`src/rtl/iob_ptfloat2ieee_pipe_if.sv`:
```
// Stream interface for the pt-float to IEEE converter: the input side carries
// (exp, man, rnd), the output side carries the IEEE word and its flags.
interface iob_ptfloat2ieee_pipe_if #(
    parameter int EXP_W     = 10,
    parameter int MAN_W     = 24,
    parameter int FP_EXP_W  = 11,
    parameter int FP_FRAC_W = 52
);
    localparam int FP_W = 1 + FP_EXP_W + FP_FRAC_W;

    logic                    in_valid_i;
    logic                    in_ready_o;
    logic signed [EXP_W-1:0] exp_i;
    logic signed [MAN_W-1:0] man_i;
    logic [1:0]              rnd_i;
    logic                    out_valid_o;
    logic                    out_ready_i;
    logic [FP_W-1:0]         fp_o;
    logic [3:0]              flags_o;

    modport master (
        output in_valid_i, exp_i, man_i, rnd_i, out_ready_i,
        input  in_ready_o, out_valid_o, fp_o, flags_o
    );

    modport slave (
        input  in_valid_i, exp_i, man_i, rnd_i, out_ready_i,
        output in_ready_o, out_valid_o, fp_o, flags_o
    );
endinterface

```
`src/rtl/iob_ptfloat2ieee_pipe.sv`:
```
// Three-stage converter from pt-float (signed exponent, two's-complement
// mantissa scaled by 2^-(MAN_W-2)) to an IEEE-754 word with run-time rounding
// mode and {overflow, underflow, inexact, zero} flags.
module iob_ptfloat2ieee_pipe #(
    parameter int EXP_W     = 10,
    parameter int MAN_W     = 24,
    parameter int FP_EXP_W  = 11,
    parameter int FP_FRAC_W = 52
) (
    input  logic                   clk_i,
    input  logic                   rst_i,
    input  logic                   cke_i,
    iob_ptfloat2ieee_pipe_if.slave io
);
    localparam int FP_W = 1 + FP_EXP_W + FP_FRAC_W;
    localparam int BIAS = 2 ** (FP_EXP_W - 1) - 1;
    localparam int BE_W = ((EXP_W > FP_EXP_W) ? EXP_W : FP_EXP_W) + 2;
    localparam int LZ_W = $clog2(MAN_W) + 1;
    localparam int VW   = MAN_W + FP_FRAC_W + 3;

    // The MSB of the magnitude weighs 2^1, hence the extra +1 on the bias.
    localparam logic signed [BE_W-1:0] ONE    = BE_W'(1);
    localparam logic signed [BE_W-1:0] E_IN   = BE_W'(BIAS + 1);
    localparam logic signed [BE_W-1:0] SH_MAX = BE_W'(FP_FRAC_W + 2);
    localparam logic signed [BE_W-1:0] E_MAX  = BE_W'(2 ** FP_EXP_W - 1);

    localparam logic [1:0] RNE = 2'd0;
    localparam logic [1:0] RTZ = 2'd1;
    localparam logic [1:0] RUP = 2'd2;
    localparam logic [1:0] RDN = 2'd3;

    function automatic logic [LZ_W-1:0] lead_zeros(input logic [MAN_W-1:0] v);
        lead_zeros = LZ_W'(MAN_W);
        for (int i = 0; i < MAN_W; i++)
            if (v[i]) lead_zeros = LZ_W'(MAN_W - 1 - i);
    endfunction

    function automatic logic round_inc(input logic [1:0] mode, input logic sign,
                                       input logic lsb, input logic g,
                                       input logic r, input logic s);
        case (mode)
            RNE:     round_inc = g & (lsb | r | s);
            RTZ:     round_inc = 1'b0;
            RUP:     round_inc = ~sign & (g | r | s);
            RDN:     round_inc = sign & (g | r | s);
            default: round_inc = 1'b0;
        endcase
    endfunction

    // Overflow saturates to infinity unless rounding points back toward zero.
    function automatic logic [FP_W-1:0] ovf_word(input logic sign, input logic [1:0] mode);
        logic to_inf;
        to_inf = (mode == RNE) || (mode == RUP && !sign) || (mode == RDN && sign);
        if (to_inf) ovf_word = {sign, {FP_EXP_W{1'b1}}, {FP_FRAC_W{1'b0}}};
        else        ovf_word = {sign, {(FP_EXP_W-1){1'b1}}, 1'b0, {FP_FRAC_W{1'b1}}};
    endfunction

    logic vld_p0, vld_p1, vld_p2;
    logic stall, adv;

    assign stall          = vld_p2 & ~io.out_ready_i;
    assign adv            = cke_i & ~stall;
    assign io.in_ready_o  = adv;
    assign io.out_valid_o = vld_p2;

    // Valid bits advance together; a stall freezes bubbles as well as items.
    always_ff @(posedge clk_i) begin
        if (rst_i) begin
            vld_p0 <= 1'b0;
            vld_p1 <= 1'b0;
            vld_p2 <= 1'b0;
        end else if (adv) begin
            vld_p0 <= io.in_valid_i;
            vld_p1 <= vld_p0;
            vld_p2 <= vld_p1;
        end
    end

    // ---- stage p0: sign, magnitude, provisional biased exponent, zero ----
    logic                   sign_p0, zero_p0;
    logic [1:0]             rnd_p0;
    logic [MAN_W-1:0]       mag_p0;
    logic signed [BE_W-1:0] be_p0;

    // Capture the input split into sign/magnitude; -2^(MAN_W-1) stays 2.0.
    always_ff @(posedge clk_i) begin
        if (adv) begin
            sign_p0 <= io.man_i[MAN_W-1];
            mag_p0  <= io.man_i[MAN_W-1] ? MAN_W'(-io.man_i) : MAN_W'(io.man_i);
            be_p0   <= BE_W'(io.exp_i) + E_IN;
            zero_p0 <= (io.man_i == '0);
            rnd_p0  <= io.rnd_i;
        end
    end

    // ---- stage p1: normalise, denormalise, guard/round/sticky ----
    logic [LZ_W-1:0]        lz;
    logic [MAN_W-1:0]       norm;
    logic signed [BE_W-1:0] be_n, sh, base;
    logic [VW-1:0]          vsh;
    logic                   tiny, g, r, s;
    logic [FP_FRAC_W:0]     kept;

    // Kept bits include the integer bit, so base is one below the final exponent.
    always_comb begin
        lz   = lead_zeros(mag_p0);
        norm = mag_p0 << lz;
        be_n = be_p0 - $signed({{(BE_W-LZ_W){1'b0}}, lz});
        tiny = be_n[BE_W-1] | (be_n == '0);
        sh   = tiny ? ONE - be_n : '0;
        base = tiny ? '0 : be_n - ONE;
        vsh  = {norm, {(FP_FRAC_W+3){1'b0}}} >> sh;
        if (sh >= SH_MAX) begin
            kept = '0;
            g    = 1'b0;
            r    = 1'b0;
            s    = |mag_p0;
        end else begin
            kept = vsh[VW-1 -: FP_FRAC_W+1];
            g    = vsh[MAN_W+1];
            r    = vsh[MAN_W];
            s    = |vsh[MAN_W-1:0];
        end
    end

    logic                   sign_p1, zero_p1, tiny_p1, g_p1, r_p1, s_p1;
    logic [1:0]             rnd_p1;
    logic [FP_FRAC_W:0]     kept_p1;
    logic signed [BE_W-1:0] base_p1;

    // Register the aligned significand and its rounding bits.
    always_ff @(posedge clk_i) begin
        if (adv) begin
            sign_p1 <= sign_p0;
            zero_p1 <= zero_p0;
            rnd_p1  <= rnd_p0;
            tiny_p1 <= tiny;
            kept_p1 <= kept;
            g_p1    <= g;
            r_p1    <= r;
            s_p1    <= s;
            base_p1 <= base;
        end
    end

    // ---- stage p2: round, exponent carry, overflow, pack ----
    logic                   inc, inexact;
    logic [FP_FRAC_W+1:0]   sum;
    logic signed [BE_W-1:0] e_fin;
    logic [FP_W-1:0]        fp_n;
    logic [3:0]             flags_n;

    // The two top bits of sum add 0, 1 or 2 to base (subnormal, normal, carry-out).
    always_comb begin
        inexact = g_p1 | r_p1 | s_p1;
        inc     = round_inc(rnd_p1, sign_p1, kept_p1[0], g_p1, r_p1, s_p1);
        sum     = {1'b0, kept_p1} + (FP_FRAC_W+2)'(inc);
        e_fin   = base_p1 + $signed({{(BE_W-2){1'b0}}, sum[FP_FRAC_W+1:FP_FRAC_W]});
        if (zero_p1) begin
            fp_n    = {sign_p1, {(FP_W-1){1'b0}}};
            flags_n = 4'b0001;
        end else if (e_fin >= E_MAX) begin
            fp_n    = ovf_word(sign_p1, rnd_p1);
            flags_n = 4'b1010;
        end else begin
            fp_n    = {sign_p1, e_fin[FP_EXP_W-1:0], sum[FP_FRAC_W-1:0]};
            flags_n = {1'b0, tiny_p1 & inexact, inexact, 1'b0};
        end
    end

    logic [FP_W-1:0] fp_p2;
    logic [3:0]      flags_p2;

    // Output word and flags; held while the consumer stalls.
    always_ff @(posedge clk_i) begin
        if (rst_i) begin
            fp_p2    <= '0;
            flags_p2 <= '0;
        end else if (adv) begin
            fp_p2    <= fp_n;
            flags_p2 <= flags_n;
        end
    end

    assign io.fp_o    = fp_p2;
    assign io.flags_o = flags_p2;
endmodule

```
`src/flat_wrapper.sv`:
```
// flat-port wrapper written by rule: the top's interface ports become plain ports
module iob_ptfloat2ieee_pipe_flat 
#(
    parameter int EXP_W     = 10,
    parameter int MAN_W     = 24,
    parameter int FP_EXP_W  = 11,
    parameter int FP_FRAC_W = 52
)
  (clk_i, rst_i, cke_i, io_in_valid_i, io_exp_i, io_man_i, io_rnd_i, io_out_ready_i, io_in_ready_o, io_out_valid_o, io_fp_o, io_flags_o);
  iob_ptfloat2ieee_pipe_if #(.EXP_W(EXP_W), .MAN_W(MAN_W), .FP_EXP_W(FP_EXP_W), .FP_FRAC_W(FP_FRAC_W)) io_i ();
  input  logic clk_i;
  input  logic rst_i;
  input  logic cke_i;
  input wire logic [$bits(io_i.in_valid_i)-1:0] io_in_valid_i;
  input wire logic [$bits(io_i.exp_i)-1:0] io_exp_i;
  input wire logic [$bits(io_i.man_i)-1:0] io_man_i;
  input wire logic [$bits(io_i.rnd_i)-1:0] io_rnd_i;
  input wire logic [$bits(io_i.out_ready_i)-1:0] io_out_ready_i;
  output wire logic [$bits(io_i.in_ready_o)-1:0] io_in_ready_o;
  output wire logic [$bits(io_i.out_valid_o)-1:0] io_out_valid_o;
  output wire logic [$bits(io_i.fp_o)-1:0] io_fp_o;
  output wire logic [$bits(io_i.flags_o)-1:0] io_flags_o;
  assign io_i.in_valid_i = io_in_valid_i;
  assign io_i.exp_i = io_exp_i;
  assign io_i.man_i = io_man_i;
  assign io_i.rnd_i = io_rnd_i;
  assign io_i.out_ready_i = io_out_ready_i;
  assign io_in_ready_o = io_i.in_ready_o;
  assign io_out_valid_o = io_i.out_valid_o;
  assign io_fp_o = io_i.fp_o;
  assign io_flags_o = io_i.flags_o;
  iob_ptfloat2ieee_pipe #(.EXP_W(EXP_W), .MAN_W(MAN_W), .FP_EXP_W(FP_EXP_W), .FP_FRAC_W(FP_FRAC_W)) u_core (.clk_i(clk_i), .rst_i(rst_i), .cke_i(cke_i), .io(io_i));
endmodule
```
`config.mk`:
```
export PLATFORM = sky130hd
export DESIGN_NAME = iob_ptfloat2ieee_pipe_flat
export DESIGN_NICKNAME = d
export VERILOG_FILES = /design/src/rtl/iob_ptfloat2ieee_pipe_if.sv /design/src/rtl/iob_ptfloat2ieee_pipe.sv /design/src/flat_wrapper.sv
export SDC_FILE = /design/constraint.sdc
export NUM_CORES = 1
export LEC_CHECK = 0
export BUFFER_PORTS_ARGS = -buffer_cell sky130_fd_sc_hd__buf_2
export CAP_MARGIN = 20
export CORE_ASPECT_RATIO = 1.4
export CORE_UTILIZATION = 60
export DETAILED_ROUTE_END_ITERATION = 10
export PLACE_DENSITY = 0.88
export SYNTH_ARGS = -nofsm -noshare
export SYNTH_HDL_FRONTEND = slang
export SYNTH_SLANG_ARGS = --single-unit
```
`constraint.sdc`:
```
create_clock -name clk_i -period 19.9 [get_ports clk_i]
set_input_delay 0 -clock clk_i [delete_from_list [all_inputs] [get_ports clk_i]]
set_output_delay 0 -clock clk_i [all_outputs]
set_load 0.02 [all_outputs]
```
==> impl_metrics.csv, run 1 <==
group,metric,value,unit
timing,rsz0062_at_grt,"no",
detailed_routing,finalWirelength,52.5,mm
power_and_ir_drop,ir_drop,0.0658,mV
floorplan,initial_utilization,61.5,%
logic_synthesis,synthArstFlopShare,0,%
timing,fin_crit_sh,47.1,%
grt,grt_pass1_vias,13900,
logic_synthesis,yosysWarnings,0,
setup_path,critPathArrivalTime,9.59,ns
place,hpwlAfterDp,37.6,mm
logic_synthesis,synthTopCellsByArea,"edfxtp_1 (25%), dfxtp_1 (11%), a21oi_1 (5.5%), nand2_1 (5.3%), nor2_1 (4.7%)",
power_and_ir_drop,switching_share,37.2,%
timing,finalWorstSetupSlack,10.52,ns
place,place_congestion,1.06,
setup_path,cp.required,20.11,ns
logic_synthesis,ys.flop_type,"edfxtp_1",
detailed_routing,wl_per_cell,25.5,µm
logic_synthesis,synth.avg_cell_area,8.16,µm²
timing,skew,0.00980,ns
timing,setup_violations,0,
min_path,hp-class,"primary input to flop",
logic_synthesis,synth_edf_count,113,
detailed_routing,vias,14300,
timing,period_minus_slack,9.38,ns
logic_synthesis,yosys.area.top_type,"edfxtp_1",
grt,grt_usage,46.2,%
cts,htree_num_levels,4,
power_and_ir_drop,p_leak,5.59,nW
floorplan,dieArea,23100,µm²
logic_synthesis,syn_area,13500,µm²
cts,cts_tree,"yes",
cells_and_area,nNetsFinal,1806,
timing,worst_pin_slew,1.16,ns
detailed_routing,drt_iter0_drc,1703,
cts,cts-root-buf,"clkbuf_16",
cells_and_area,drive_gt1_share,12.8,%
cts,clock-sinks,184,
power_and_ir_drop,p_seq_share,40.9,%
floorplan,rows,64,
power_and_ir_drop,powerDensity,74.3,nW/µm²
timing,max_slew_margin,21.4,%
grt,grt_remaining_overflow,0,
floorplan,die_w,129,µm
status,status,"finished with violations",
logic_synthesis,synthesis.nets,1709,
timing,final.setup.tns,0,ns
place,pre_cts_slack,10.94,ns
logic_synthesis,synthCells,1653,
setup_path,crit_path_end_kind,"flop",
power_and_ir_drop,combPwrFrac,29.0,%
place,place_inst,1981,
setup_path,cp-start-kind,"flop",
place,io_buffers,110,
floorplan,boundaryPins,111,
cells_and_area,n_antenna_cell,0,
timing,hold_violations,5,
detailed_routing,drc,0,
detailed_routing,dr.pass1.iters,6,
cts,clock_latency,0.46,ns
floorplan,coreArea,21900,µm²
power_and_ir_drop,power_switching,0.421,mW
cells_and_area,final_cells,2060,
setup_path,path_max_fanout,31,
detailed_routing,vias_per_cell,6.95,
logic_synthesis,synth-seq-cells,184,
status,violations,"hold timing",
grt,antenna_found_initial,0,
cts,numCtsBuffers,17,
detailed_routing,ant_nets,0,
grt,grt_pass1_wl,79.8,mm
power_and_ir_drop,pwr-share-clk,30.1,%
logic_synthesis,synth_top_cell_area_share,25.2,%
flow_run,drv_cap,0,
setup_path,crit_type,"flop to flop",
floorplan,fp.dieH,179,µm
cells_and_area,area_growth,12.8,%
cts,cts_setup_buffers,0,
power_and_ir_drop,p_int,0.711,mW
cts,path_clk_slew,0.08,ns
logic_synthesis,synth-seq-area-share,35.7,%
timing,clock.fmax,0.107,GHz
grt,grt_max_degree,79,
timing,slew_violations,0,
logic_synthesis,synth_cell_types,100,
timing,hold_ws,-0.0151,ns
cts,cts_buffer_depth,2,
[Yosys cell counts (11+ instances only)]
master      n
o22ai_1    17
o21a_1     15
edfxtp_1  113
and3_1     22
and2_1     28
or3_1      15
inv_1      38
mux2i_1    16
dfxtp_1    71
nand2b_1   13
o31ai_1    14
clkbuf_1   69
a21o_1     11
a31oi_1    17
nor2b_1    22
nor3_1     39
nor2_1    168
buf_2      20
xor2_1     27
ha_1       13
nand4_1    20
a211oi_1   32
o21ai_1    15
nor4_1     24
xnor2_1    68
o211ai_1   31
a21oi_1   148
o21ai_0   108
nand2_1   192
nand3_1    67
[critical path: stages (launching register included)]
cell,delay [ns]
edfxtp_1,0.67
nor2b_1,0.20
o2111ai_1,0.18
nand4b_1,0.23
a21o_1,0.47
nand2_1,0.10
buf_4,0.25
inv_1,0.45
ha_1,0.32
inv_1,0.07
fa_1,0.43
a21o_1,0.20
a211oi_1,0.34
o211ai_1,0.18
a2111oi_4,0.72
a41oi_4,0.48
inv_2,0.57
and2_1,0.78
nor2_2,0.19
a31oi_1,0.41
mux2i_1,0.23
a21oi_1,0.61
o21ai_0,0.43
o21ai_0,0.25
and4_1,0.25
a31oi_1,0.08
[flip-flops by register name (all words and copies together) (netlist names), 2 cells and up]
name and count:
u_core.rnd_p0 2, u_core.be_p0 11, u_core.base_p1 13, u_core.rnd_p1 2, u_core.io.flags_o 4, u_core.io.fp_o 64, u_core.mag_p0 24, u_core.kept_p1 53
[repair_timing]
action                     in CTS  in global routing
resized for setup               0                  0
hold endpoints to repair       39                  0
hold buffers                   45                  0
setup endpoints to repair       0                  0
[cells by family (layout without fill, tap and decap cells)]
logic type	after synthesis	count (layout)	share of synthesized area, %
xor+xnor	96	96	6.29
mux	25	25	2.13
compound gates	529	529	26.2
buf+inv	145	255	4.51
simple gates	658	658	23.6
other cells	1	1	0.0278
flops	184	184	35.7
fa+ha+maj	15	15	1.50
[final cells by class]
cell class              instances  area [µm²]
multi-input cells            1324        8090
fillers                      1718        6720
flip-flops and latches        184        4810
repair buffers                180        1200
clock buffers                  17         425
well taps                     297         372
inverters                      43         165
clock inverters                15         156
[layout by cell type, fill, tap and decap left out, types with 20 or more instances in the layout]
cell type      instances
and3_1                22
nor4_1                24
nand3_1               67
edfxtp_1             113
nand2_1              192
nor3_1                39
xnor2_1               68
a211oi_1              32
a21oi_1              148
o21ai_0              107
nor2b_1               22
and2_1                28
nor2_1               165
xor2_1                27
nand4_1               20
o211ai_1              31
dlygate4sd3_1         45
dfxtp_1               71
inv_1                 37
buf_2                111
buf_4                 23
[power by group through the flow]
stage	Combinational [mW]	Clock (mW)	Sequential, mW
finish	0.328	0.341	0.463
global route	0.347	0.355	0.466
CTS	0.309	0.338	0.461
detailed placement	0.299	0	0.470
global placement	0.295	0	0.467
floorplan	0.197	0	0.471
[routing by layer]
layer / up-vias / GRT usage, % / share of wire (%)
met4: 0 / 44.4 / 11
met1: 6687 / 44.4 / 32
met2: 903 / 78.0 / 48
li1: 6345 / - / -
met5: - / 0 / 0
met3: 374 / 12.5 / 8.3
[final timing paths]
path	from	cells past startpoint	slack [ns]	endpoint
max	u_core.mag_p0[0]	25	10.52	u_core.s_p1
min	rst_i	2	-0.02	u_core.io.out_valid_o
max reg2reg	u_core.mag_p0[0]	25	10.52	u_core.s_p1
min reg2reg	u_core.sign_p0	0	0.42	u_core.sign_p1
[stage by stage]
step                      total power [mW]  instance area, µm²  utilization [%]
after floorplan                      0.668               13500                -
after global placement               0.763               14200             64.6
after detailed placement             0.769               14200             64.6
after CTS                             1.11               15200             69.3
after global routing                  1.17               15200             69.4
final                                 1.13               15200             69.4
Power figures use the tool's default switching activity.
==> run 2: changes to the inputs <==
--- a/config.mk
+++ b/config.mk
@@ -5,12 +5,13 @@
 export SDC_FILE = /design/constraint.sdc
 export NUM_CORES = 1
 export LEC_CHECK = 0
+export ABC_AREA = 1
 export BUFFER_PORTS_ARGS = -buffer_cell sky130_fd_sc_hd__buf_2
 export CAP_MARGIN = 20
 export CORE_ASPECT_RATIO = 1.4
-export CORE_UTILIZATION = 60
+export CORE_UTILIZATION = 55
 export DETAILED_ROUTE_END_ITERATION = 10
-export PLACE_DENSITY = 0.88
+export PLACE_DENSITY = 0.85
 export SYNTH_ARGS = -nofsm -noshare
 export SYNTH_HDL_FRONTEND = slang
 export SYNTH_SLANG_ARGS = --single-unit
==> constraint.sdc (replaced) <==
create_clock -name clk_i -period 8.4 [get_ports clk_i]
set_input_delay 0 -clock clk_i [delete_from_list [all_inputs] [get_ports clk_i]]
set_output_delay 0 -clock clk_i [all_outputs]
set_load 0.02 [all_outputs]
==> impl_metrics.csv, run 2 <==
group,metric,value,unit
status,status,"finished with violations",
status,violations,"DRC, hold timing",
power_and_ir_drop,p_int,1.66,mW
place,dpl-instance-area,13700,µm²
logic_synthesis,yosys.area.top_type,"edfxtp_1",
power_and_ir_drop,p_leak,6.63,nW
cells_and_area,nNetsFinal,2065,
logic_synthesis,synthTopCellsByArea,"edfxtp_1 (26%), nand2_1 (15%), nand3_1 (13%), dfxtp_1 (11%), inv_1 (5.1%)",
logic_synthesis,yosysWarnings,0,
floorplan,coreArea,23100,µm²
logic_synthesis,synthesis.nets,1957,
timing,clock.fmax,0.132,GHz
floorplan,rows,66,
logic_synthesis,synth-seq-area-share,37.3,%
timing,setup_violations,0,
cells_and_area,n_antenna_cell,0,
logic_synthesis,synthTopCellsByCount,"nand2_1 (510), nand3_1 (330), inv_1 (176)",
grt,grt_max_degree,73,
setup_path,crit_type,"flop to flop",
timing,fin_crit_sh,90.4,%
power_and_ir_drop,ir_drop,0.154,mV
logic_synthesis,yosys.cell_count.top_type,"nand2_1",
cts,path_clk_slew,0.07,ns
logic_synthesis,synthCells,1901,
logic_synthesis,synth_cell_types,54,
power_and_ir_drop,power,2.52,mW
setup_path,cp.required,8.78,ns
place,io_buffers,110,
timing,final.setup.tns,0,ns
power_and_ir_drop,powerDensity,171,nW/µm²
logic_synthesis,synth_edf_count,113,
cts,cts_tree,"yes",
setup_path,worst_path_largest_cell_delay,0.45,ns
place,place_congestion,1.00,
place,hpwlAfterDp,28.4,mm
setup_path,cp-start-kind,"flop",
cells_and_area,final_cell_area,14700,µm²
cells_and_area,area_growth,14.1,%
setup_path,critPathArrivalTime,7.97,ns
detailed_routing,wl_per_cell,16.4,µm
floorplan,die_w,131,µm
timing,hold_violations,10,
timing,skew,0.0179,ns
grt,grt_remaining_overflow,0,
logic_synthesis,ys.flop_type,"edfxtp_1",
detailed_routing,vias,13400,
cells_and_area,largest_reg_flops,64,
power_and_ir_drop,pwr-share-clk,31.9,%
power_and_ir_drop,combPwrFrac,24.7,%
detailed_routing,finalWirelength,38.3,mm
grt,grt_pass1_wl,61.9,mm
cells_and_area,layout_commonest_cell,"nand2_1",
setup_path,crit_path_end_kind,"flop",
floorplan,fp.dieH,183,µm
timing,hold_ws,-0.0103,ns
logic_synthesis,synthArstFlopShare,0,%
logic_synthesis,syn_area,12900,µm²
grt,grt_usage,31.9,%
setup_path,path_max_fanout,52,
logic_synthesis,synth-seq-cells,184,
min_path,hp-class,"primary input to flop",
timing,max_slew_margin,39.1,%
floorplan,initial_utilization,55.8,%
cts,clock-sinks,184,
power_and_ir_drop,power_switching,0.853,mW
floorplan,boundaryPins,111,
cts,numCtsBuffers,17,
cts,cts-root-buf,"clkbuf_16",
grt,grt_pass1_vias,12700,
timing,worst_pin_slew,0.910,ns
logic_synthesis,synth.avg_cell_area,6.79,µm²
timing,period_minus_slack,7.59,ns
flow_run,drv_cap,0,
timing,slew_violations,0,
cts,clock_latency,0.46,ns
cells_and_area,drive_gt1_share,10.6,%
cts,htree_num_levels,4,
logic_synthesis,synth_top_cell_area_share,26.3,%
timing,rsz0062_at_grt,"no",
cts,cts_buffer_depth,2,
power_and_ir_drop,switching_share,33.9,%
power_and_ir_drop,p_seq_share,43.4,%
cells_and_area,utilization,63.7,%
grt,antenna_found_initial,0,
setup_path,crit_path_top_delay_cell,"or4_1",
detailed_routing,vias_per_cell,5.75,
detailed_routing,dr.pass1.iters,9,
cells_and_area,layout_common_cells,"nand2_1 (510), nand3_1 (330), inv_1 (175)",
detailed_routing,drt_iter0_drc,1013,
floorplan,dieArea,24100,µm²
setup_path,crit_top_cell,"nand2_1",
detailed_routing,drc,1,
detailed_routing,ant_nets,0,
run 2: cell count changes in the layout (fill, tap and decap cells not counted), moves of 26 or more:
cell and delta:
xnor2_1 -56, and2_1 -28, nand2_1 +318, nand3_1 +263, o211ai_1 -26, inv_1 +138
run 2: repair_timing:
item                                    4_1_cts  5_1_grt
hold endpoints to repair                     50        0
buffers inserted                              0        1
endpoints found under the setup margin        0       53
hold buffers                                 41        0
gates resized for setup                       0        2
run 2: worst max-delay path: cells and delay by family (launching register included):
family          cells  cell delay [ns]
compound gates      4             0.54
xor+xnor            2             0.34
fa+ha+maj           5             1.40
buf+inv             6             0.71
flops               1             0.42
simple gates       24             4.06
run 2: metrics by stage:
stage / hold WS, ns / std cells / setup slack (ns)
6_report: -0.0103 / 2328 / 0.809
5_1_grt: 0.00687 / 2328 / 0.0310
4_1_cts: 0.249 / 2326 / 0.603
3_5_place_dp: 0.179 / 2253 / 0.648
3_3_place_gp: 0.177 / 2253 / 0.962
2_1_floorplan: 0.0989 / 1901 / 1.79
run 2: area by class of cell:
type                            instances  area [µm²]
Inverter                              191         724
Timing Repair Buffer                  179        1190
Sequential cell                       184        4810
Fill cell                            2081        8390
Clock inverter                         12         103
Tap cell                              306         383
Clock buffer                           20         478
Multi-Input combinational cell       1436        7040
run 2: power by group through the flow:
stage	Clock [mW]	Combinational (mW)	Sequential, mW
6_report	0.802	0.622	1.09
5_1_grt	0.842	0.689	1.10
4_1_cts	0.804	0.608	1.09
3_5_place_dp	0	0.589	1.11
3_3_place_gp	0	0.579	1.11
2_1_floorplan	0	0.403	1.12
run 2: final timing paths:
check | depth (start not counted) | slack (ns) | start | to
max reg2reg | 41 | 0.81 | u_core.rnd_p1[1] | u_core.io.fp_o[14]
max | 41 | 0.81 | u_core.rnd_p1[1] | u_core.io.fp_o[14]
min reg2reg | 0 | 0.43 | u_core.zero_p0 | u_core.zero_p1
min | 2 | -0.01 | rst_i | u_core.io.flags_o[2]
run 2: per-layer routing:
metal | global-route usage (%) | vias up | routed length (µm)
met5 | 0 | - | 0
met4 | 21.4 | 0 | 2360
met3 | 4.26 | 139 | 1820
met2 | 59.3 | 528 | 19600
met1 | 33.5 | 6092 | 14500
li1 | - | 6629 | -
run 2: cell families after synthesis:
group | share of synthesized area [%]
and+or+nand+nor | 37.3
buffers and inverters | 8.37
AOI/OAI and AO/OA | 12.0
DFF | 37.3
xor gates and xnor gates | 3.45
adders and majority gates | 1.57
other | 0.0291
